[src/rtl/multpe_pkg.sv]
// Shared definitions for the multpe command sequencer: FSM encoding,
// operand address map and default data widths.
package multpe_pkg;

  localparam int DW_DEF = 64;
  localparam int RW_DEF = 128;

  typedef enum logic [2:0] {
    IDLE = 3'd0,
    L0   = 3'd1,
    L1   = 3'd2,
    L2   = 3'd3,
    GO   = 3'd4,
    WAIT = 3'd5,
    RESP = 3'd6
  } state_t;

  localparam logic [1:0] ADDR_OP0 = 2'd0;
  localparam logic [1:0] ADDR_OP1 = 2'd1;
  localparam logic [1:0] ADDR_OP2 = 2'd2;

endpackage

[src/rtl/multpe_seq.sv]
// Initiator for multpe: takes one 3-operand command, writes it to addresses 0..2,
// pulses start, waits for done (or times out) and presents the 128-bit result.
module multpe_seq
  import multpe_pkg::*;
#(
  parameter int DW      = DW_DEF,
  parameter int RW      = RW_DEF,
  parameter int TIMEOUT = 1024,
  parameter int CNT_W   = 11
) (
  input  logic          clk,
  input  logic          rst,
  input  logic          cmd_valid,
  output logic          cmd_ready,
  input  logic [DW-1:0] cmd_op0,
  input  logic [DW-1:0] cmd_op1,
  input  logic [DW-1:0] cmd_op2,
  output logic [1:0]    pe_addr,
  output logic [DW-1:0] pe_inp,
  output logic          pe_valid,
  output logic          pe_start,
  input  logic          pe_done,
  input  logic [RW-1:0] pe_out,
  output logic          res_valid,
  input  logic          res_ready,
  output logic [RW-1:0] res_data,
  output logic          res_err,
  output logic          busy
);

  state_t          state_r;
  state_t          state_nx_s;
  logic [DW-1:0]   op1_r;
  logic [DW-1:0]   op2_r;
  logic [CNT_W-1:0] cnt_r;
  logic [CNT_W-1:0] cnt_inc_s;
  logic            accept_s;
  logic            hs_s;
  logic            timeout_s;

  logic            cmd_ready_nx_s;
  logic            busy_nx_s;
  logic            pe_valid_nx_s;
  logic [1:0]      pe_addr_nx_s;
  logic [DW-1:0]   pe_inp_nx_s;
  logic            pe_start_nx_s;
  logic            res_valid_nx_s;
  logic [RW-1:0]   res_data_nx_s;
  logic            res_err_nx_s;

  assign accept_s  = (state_r == IDLE) && cmd_valid && cmd_ready;
  assign hs_s      = res_valid && res_ready;
  assign cnt_inc_s = (cnt_r == {CNT_W{1'b1}}) ? cnt_r : (cnt_r + CNT_W'(1));
  // Timeout fires on the WAIT cycle whose increment lands the counter on TIMEOUT-1.
  assign timeout_s = (cnt_inc_s == CNT_W'(TIMEOUT - 1));

  // State register
  always_ff @(posedge clk) begin
    if (rst) begin
      state_r <= IDLE;
    end else begin
      state_r <= state_nx_s;
    end
  end

  // Next-state logic
  always_comb begin
    state_nx_s = state_r;
    case (state_r)
      IDLE: begin
        if (accept_s) begin
          state_nx_s = L0;
        end else begin
          state_nx_s = IDLE;
        end
      end
      L0:   state_nx_s = L1;
      L1:   state_nx_s = L2;
      L2:   state_nx_s = GO;
      GO:   state_nx_s = WAIT;
      WAIT: begin
        if (pe_done || timeout_s) begin
          state_nx_s = RESP;
        end else begin
          state_nx_s = WAIT;
        end
      end
      RESP: begin
        if (hs_s) begin
          state_nx_s = IDLE;
        end else begin
          state_nx_s = RESP;
        end
      end
      default: state_nx_s = IDLE;
    endcase
  end

  // Output next-values, derived from the state being entered so outputs can be registered
  always_comb begin
    cmd_ready_nx_s = (state_nx_s == IDLE);
    busy_nx_s      = (state_nx_s != IDLE);
    pe_valid_nx_s  = 1'b0;
    pe_addr_nx_s   = ADDR_OP0;
    pe_inp_nx_s    = {DW{1'b0}};
    pe_start_nx_s  = 1'b0;
    res_valid_nx_s = res_valid;
    res_data_nx_s  = res_data;
    res_err_nx_s   = res_err;
    case (state_nx_s)
      // op0 is driven straight from the command port on the accept cycle
      L0: begin
        pe_valid_nx_s = 1'b1;
        pe_addr_nx_s  = ADDR_OP0;
        pe_inp_nx_s   = cmd_op0;
      end
      L1: begin
        pe_valid_nx_s = 1'b1;
        pe_addr_nx_s  = ADDR_OP1;
        pe_inp_nx_s   = op1_r;
      end
      L2: begin
        pe_valid_nx_s = 1'b1;
        pe_addr_nx_s  = ADDR_OP2;
        pe_inp_nx_s   = op2_r;
      end
      GO: begin
        pe_start_nx_s = 1'b1;
      end
      RESP: begin
        if (state_r == WAIT) begin
          res_valid_nx_s = 1'b1;
          if (pe_done) begin
            res_data_nx_s = pe_out;
            res_err_nx_s  = 1'b0;
          end else begin
            res_data_nx_s = {RW{1'b0}};
            res_err_nx_s  = 1'b1;
          end
        end else begin
          res_valid_nx_s = res_valid;
        end
      end
      IDLE: begin
        res_valid_nx_s = 1'b0;
      end
      default: begin
        pe_valid_nx_s = 1'b0;
      end
    endcase
  end

  // Registered outputs
  always_ff @(posedge clk) begin
    if (rst) begin
      cmd_ready <= 1'b1;
      busy      <= 1'b0;
      pe_valid  <= 1'b0;
      pe_addr   <= ADDR_OP0;
      pe_inp    <= {DW{1'b0}};
      pe_start  <= 1'b0;
      res_valid <= 1'b0;
      res_data  <= {RW{1'b0}};
      res_err   <= 1'b0;
    end else begin
      cmd_ready <= cmd_ready_nx_s;
      busy      <= busy_nx_s;
      pe_valid  <= pe_valid_nx_s;
      pe_addr   <= pe_addr_nx_s;
      pe_inp    <= pe_inp_nx_s;
      pe_start  <= pe_start_nx_s;
      res_valid <= res_valid_nx_s;
      res_data  <= res_data_nx_s;
      res_err   <= res_err_nx_s;
    end
  end

  // Operand latch for the later load cycles
  always_ff @(posedge clk) begin
    if (rst) begin
      op1_r <= {DW{1'b0}};
      op2_r <= {DW{1'b0}};
    end else if (accept_s) begin
      op1_r <= cmd_op1;
      op2_r <= cmd_op2;
    end else begin
      op1_r <= op1_r;
      op2_r <= op2_r;
    end
  end

  // Wait counter: cleared in GO, saturating increment in WAIT
  always_ff @(posedge clk) begin
    if (rst) begin
      cnt_r <= {CNT_W{1'b0}};
    end else begin
      case (state_r)
        GO:      cnt_r <= {CNT_W{1'b0}};
        WAIT:    cnt_r <= cnt_inc_s;
        default: cnt_r <= cnt_r;
      endcase
    end
  end

endmodule
[config.mk]
export PLATFORM = sky130hd
export DESIGN_NAME = multpe_seq
export DESIGN_NICKNAME = d
export VERILOG_FILES = /design/src/rtl/multpe_pkg.sv /design/src/rtl/multpe_seq.sv
export SDC_FILE = /design/constraint.sdc
export NUM_CORES = 1
export LEC_CHECK = 0
export BUFFER_PORTS_ARGS = -buffer_cell sky130_fd_sc_hd__buf_2
export CAP_MARGIN = 40
export CORE_AREA = 5 5 200 202
export DETAILED_ROUTE_END_ITERATION = 10
export DIE_AREA = 0 0 205 207
export HOLD_SLACK_MARGIN = 0.06
export SETUP_SLACK_MARGIN = 0.02
export SYNTH_ARGS = -nofsm -noshare
export SYNTH_HDL_FRONTEND = slang
export SYNTH_SLANG_ARGS = --single-unit
[constraint.sdc]
create_clock -name clk -period 4.6 [get_ports clk]
set_input_delay 0.23 -clock clk [delete_from_list [all_inputs] [get_ports clk]]
set_output_delay 0.23 -clock clk [all_outputs]
set_load 0.01 [all_outputs]
==> results of run 1 <==
## power by group through the flow
stage	sequential, uW	combinational (uW)	clock, uW
finish	3180	944	3070
detailed placement	3240	713	0
floorplan	3240	394	0
CTS	3180	935	3150
global route	3200	1030	3270
global placement	3240	699	0
## synthesized netlist by cell type
cell        n
and2_0      1
a31oi_1     5
buf_2       3
dfxtp_1   342
and3_1      2
o31a_1      1
a41oi_1     4
buf_4       3
a21boi_0    1
nor4b_2     1
mux2i_1     1
or3_1       1
inv_1       5
ha_1        1
nor2_1     15
o21a_1      1
a21o_1      2
a22oi_1    64
a21oi_1   144
nand3_1     7
and4_1      1
nand3b_1    2
clkbuf_1   90
nor4_1      1
o2111a_1    1
nand4_1     5
o311a_1     1
buf_6      13
nand2_1   338
buf_1       2
and2_1      3
a32oi_1     1
o21ai_0    67
o311ai_0    1
nor4b_1     1
nand4b_1    2
a211oi_1    3
nor3_1      8
or4_1       1
a311oi_1    1
nand2b_1    4
a22o_1    128
nor2b_1     1
xor2_1      2
## registers in the layout (all words and copies together), names as in the netlist
| name | cells |
|---|---|
| busy | 1 |
| cmd_ready | 1 |
| cnt_r | 11 |
| op1_r | 64 |
| op2_r | 64 |
| pe_addr | 2 |
| pe_inp | 64 |
| pe_start | 1 |
| pe_valid | 1 |
| res_data | 128 |
| res_err | 1 |
| res_valid | 1 |
| state_r | 3 |
## path summary, 6_finish.rpt
| path | end | cells past startpoint |
|---|---|---|
| setup reg to reg | res_data[64] | 6 |
| setup / recovery | res_data[64] | 6 |
| hold reg to reg | op2_r[10] | 2 |
| hold / removal | pe_inp[13] | 3 |
## layer usage
metal / share of wire (%) / global-route usage [%]
met3: 8.2 / 5.72
met1: 38 / 24.0
met4: 5.1 / 10.4
met5: 0 / 0
met2: 49 / 34.5
## layout make-up
| type | instances | area (um2) |
|---|---|---|
| Antenna cell | 4 | 10.0 |
| Clock buffer | 61 | 1200 |
| Clock inverter | 5 | 77.6 |
| Fill cell | 3392 | 18900 |
| Inverter | 5 | 18.8 |
| Multi-Input combinational cell | 823 | 4490 |
| Sequential cell | 342 | 6850 |
| Tap cell | 518 | 648 |
| Timing Repair Buffer | 854 | 5960 |
## worst max-delay path, stage by stage, from the launching register on
cell	delay, ns
dfxtp_1	0.63
nor2b_1	0.53
and2_1	0.34
nand2_1	0.12
nor2_4	0.59
buf_12	0.39
a22o_1	0.23
## through the flow
step	power (uW)	util [%]	hold WS (ns)	setup WS, ns	instances
6_report	7200	50.5	0.114	1.62	2612
5_1_grt	7490	50.5	0.141	1.40	2611
4_1_cts	7270	50.5	0.0676	1.64	2608
3_5_place_dp	3960	38.8	0.436	1.68	2223
3_3_place_gp	3940	38.7	0.433	1.76	2222
2_1_floorplan	3640	-	0.363	2.28	1281
## cells by family after synthesis
| family | after synthesis | synth area share (%) |
|---|---|---|
| flip-flops | 342 | 57.8 |
| XOR/XNOR | 2 | 0.148 |
| multiplexers | 1 | 0.0845 |
| AND/OR/NAND/NOR | 394 | 13.4 |
| adder cells (fa/ha/maj) | 1 | 0.106 |
| buffers and inverters | 116 | 4.62 |
| AO/OA/AOI/OAI | 425 | 23.9 |
## layout by cell type (no fill, tap or decap), types with 6 or more instances in the layout
master and n:
nor3_1 8, nor2_1 13, nand2_1 338, dlygate4sd3_1 319, clkbuf_1 10, dfxtp_1 342, nand3_1 6, a22o_1 128
clkbuf_16 41, o21ai_0 67, a22oi_1 64, a21oi_1 144, buf_4 8, clkbuf_8 10, buf_2 523
==> reports/metrics.cfg, run 1 <==
[floorplan]
fp-row-count = 72
start_util_pct = 31.1
ios = 525
die_y_um = 207
core_mm2 = 0.0381
die_w_um = 205
die_area_mm2 = 0.0424

[power]
pwr-share-clk_pct = 42.7
p_per_area_mw_per_mm2 = 374
p_sw_uw = 1750
p_int_uw = 5450
swShare_pct = 24.4
p_comb_share_pct = 13.1
leakage_uw = 0.00843
p_seq_share_pct = 44.2
vdd_drop_max_uv = 228

[setup_path]
r2r_start = state_r[2]
startpoint = state_r[2]
critical_path_required_ns = 5.06
setup.worst_path.class = flop to flop
critPathMaxFanout = 81
start_kind = flop
critPathArrivalTime_ns = 3.44
cp-end-kind = flop
r2r_slack_ns = 1.62

[sta]
slew-limit-headroom_pct = 32.4
fmax_mhz = 335
hold_viol = 0
fin_setup_tns_ns = 0
setup_viol = 0
skew_ns = 0.0138
maxSlewViolCount = 0
rsz0062_at_grt = no
worst_slew_pin_slew_ns = 1.01
period_minus_slack_ns = 2.98
finalCritPeriodShare_pct = 64.9

[placement]
port_buffers = 524
gp_routability_congestion = 0.836
detailed_place_hpwl_mm = 28.4
post_dp_cell_area_mm2 = 0.0148

[detailed_routing]
drt-initial-drc-count = 884
vias = 12853
wl_mm = 46.3
wl_per_cell_um = 17.7
first_pass_iters = 5
viasPerCell = 4.92
drc = 0
ant_nets = 0

[final_layout]
design_area_mm2 = 0.0193
final_nets = 2391
drive_above_1_share_pct = 28.6
areaGrowthSynthToFinish_pct = 62.4

[clock_tree]
cts.htree.levels = 2
cts_buffers = 39
hold_buffers = 319
clk_pin_slew_ns = 0.06
cts_root_buffer = clkbuf_16
clock_latency_ns = 0.52
cts.sinks = 342
cts_setup_buffers = 0
cts_resized = 0
cts_tree = yes
clockBufferDepth = 3

[yosys]
yosys-top-cells-area = dfxtp_1 58%, nand2_1 11%, a22o_1 9.5%
synth-seq-cells = 342
synth_area_per_cell_um2 = 9.25
yosysSeqAreaShare_pct = 57.8
synth_area_mm2 = 0.0119
synthCells = 1281
yosysTopAreaCellShare_pct = 57.8
syn-num-nets = 1607
yosys_warnings = 0
synth_area_leader_cell = dfxtp_1
synth_cell_types = 44

[min_path]
hp-class = input port to flop
hp-start = cmd_op0[13]

[global_routing]
grt_pass1_wl_mm = 71.5
grt_overflow = 0
grt_max_degree = 193
grt_pass1_vias = 13031
antenna_found_initial = 4
grtUsageTotal_pct = 20.6

[flow_run]
drv_cap = 0

[run_status]
status = complete, no violations

No activity file was read; power rests on OpenSTA's default activity.
==> inputs of run 2 (changes only) <==
Settings changed: ABC_AREA from default to 1, CORE_AREA 5 5 200 202 to 5 5 199 201, DIE_AREA 0 0 205 207 to 0 0 204 206.
Clock period 4.6 ns to 2.64 ns, I/O delays scaled along.
==> reports/metrics.cfg, run 2 <==
[run_status]
status = complete, no violations

[power]
swShare_pct = 30.3
vdd_drop_max_uv = 654
p_seq_share_pct = 41.6
pwr-share-clk_pct = 34.9
leakage_uw = 0.00886
p_per_area_mw_per_mm2 = 756
p_comb_share_pct = 23.6
p_int_uw = 10800
p_sw_uw = 4710

[sta]
period_minus_slack_ns = 2.47
skew_ns = 0.0209
finalCritPeriodShare_pct = 93.4
setup_viol = 0
fin_setup_tns_ns = 0
hold_viol = 0
fmax_mhz = 406
maxSlewViolCount = 0
slew-limit-headroom_pct = 30.1
rsz0062_at_grt = no
worst_slew_pin_slew_ns = 1.05

[final_layout]
areaGrowthSynthToFinish_pct = 60.2
drive_above_1_share_pct = 32.3
final_nets = 2620
largest-register = res_data
largest_reg_flops = 128
final-instance-count-excl-fill = 2834
final_cell_mix = 523 x buf_2, 362 x nor2_1, 340 x dfxtp_1
layout_commonest_cell = buf_2
design_area_mm2 = 0.0206

[clock_tree]
cts.htree.levels = 2
cts.sinks = 342
clockBufferDepth = 3
cts_buffers = 39
cts_tree = yes
cts_root_buffer = clkbuf_16
clock_latency_ns = 0.54
clk_pin_slew_ns = 0.06

[yosys]
synth_commonest_cells = 363 x nor2_1, 342 x dfxtp_1, 212 x nand2_1
synthArstFlopShare_pct = 0
yosysSeqAreaShare_pct = 53.3
synth-seq-cells = 342
yosysTopAreaCellShare_pct = 53.3
synthCells = 1490
yosys-top-cells-area = dfxtp_1 53%, a22oi_2 11%, nor2_1 11%
synth_area_mm2 = 0.0128
synth_area_leader_cell = dfxtp_1
synth_area_per_cell_um2 = 8.62
ys.flop_type = dfxtp_1
synth_cell_types = 31
yosys_warnings = 0
synthMostInstantiatedCell = nor2_1
synth_edf_count = 0
syn-num-nets = 1816

[detailed_routing]
viasPerCell = 4.86
drt-initial-drc-count = 872
drc = 0
ant_nets = 0
vias = 13773
wl_mm = 48.8
first_pass_iters = 6
wl_per_cell_um = 17.2

[global_routing]
grt_pass1_wl_mm = 74.6
grt_pass1_vias = 13802
grt_max_degree = 211
antenna_found_initial = 1
grt_use_met3_pct = 4.85
grt_overflow = 0
busiest_layer = met2
met2_usage_pct = 37.8
grtUsageMet1_pct = 25.3
grtUsageTotal_pct = 21.8

[setup_path]
setup.worst_path.class = flop to flop
critPathArrivalTime_ns = 2.81
critical_path_required_ns = 2.99
start_kind = flop
reg2regPathDepth = 13
critPathMaxFanout = 12
cp-end-kind = flop

[floorplan]
die_y_um = 206
start_util_pct = 34.3
ios = 525
fp-row-count = 71
die_area_mm2 = 0.0420
core_mm2 = 0.0374
die_w_um = 204

[flow_run]
drv_cap = 0

[min_path]
hold_depth = 6
hp-class = input port to flop

[placement]
detailed_place_hpwl_mm = 31.3
post_dp_cell_area_mm2 = 0.0160
port_buffers = 524
gp_routability_congestion = 0.870
dp_cells = 2441

run 2: cell types whose count changed in the layout (fill, tap and decap cells not counted), sizes merged, moves of 7 or more:
cell,delta
nor2,+351
a22o,-128
nand2,-122
a21oi,-92
o21ai,+66
a22oi,+65
a31oi,+46
inv,+42
buf,+21
o22ai,+13
nand3,+7
run 2: through the flow:
stage                     setup WS, ns  total power (uW)  hold slack (ns)  utilization [%]
after floorplan                  0.638              8500            0.273                -
after global placement           0.193              9730            0.364             42.8
after detailed placement         0.118              9780            0.367             42.8
after CTS                       0.0940             15600           0.0672             54.8
after global routing            0.0124             16400            0.194             55.0
final                            0.175             15500            0.107             55.0
run 2: logic make-up (layout without fill, tap and decap cells):
logic type                 Yosys count  after routing  synth area share [%]
and+or+nand+nor                    602            603                  18.3
AOI/OAI and AO/OA                  381            381                  22.3
xor gates and xnor gates             3              3                 0.205
buffers and inverters              161            990                  5.79
other                                0              3                     0
adders and majority gates            1              1                0.0974
DFF                                342            342                  53.3
run 2: cell type report:
class                           count  area, um2
Fill cell                        3160      16800
Sequential cell                   342       6850
Timing Repair Buffer              877       6270
Multi-Input combinational cell    988       5320
Clock buffer                       56       1180
Tap cell                          511        639
Inverter                           46        176
Clock inverter                     11        123
Antenna cell                        3       7.51
run 2: final timing paths:
check                           startpoint      endpoint  slack [ns]
worst max-delay path              cnt_r[0]  res_data[15]        0.17
worst min register to register   op1_r[53]     op1_r[53]        0.45
worst max register to register    cnt_r[0]  res_data[15]        0.17
worst min-delay path             res_ready    state_r[2]        0.11
run 2: layer usage:
metal / share of wire, % / vias up
met5: 0 / -
met4: 5.4 / 0
met3: 8.3 / 138
met2: 48 / 678
met1: 38 / 6367
li1: - / 6590
run 2: worst max-delay path: stages (launching register included):
cell	delay [ns]
dfxtp_2	0.39
ha_4	0.17
nand2_1	0.09
nor2_4	0.19
nand3_4	0.14
nand2_1	0.12
nand2_1	0.06
nor2_1	0.18
nand3_2	0.14
nand2_4	0.13
nand2_8	0.13
buf_4	0.22
a22oi_1	0.20
nor2_1	0.11
run 2: power groups by stage:
stage / clock, uW / combinational (uW) / sequential (uW)
after floorplan: 0 / 1920 / 6580
after global placement: 0 / 3200 / 6530
after detailed placement: 0 / 3230 / 6540
after CTS: 5560 / 3620 / 6450
after global routing: 5760 / 4080 / 6550
final: 5420 / 3660 / 6460
run 2: timing repair:
item                                    CTS  global route
hold buffers                            321             0
endpoints found under the setup margin    0           116
gates resized for setup                   0             7
hold endpoints to repair                321             0
buffers inserted                          0             1
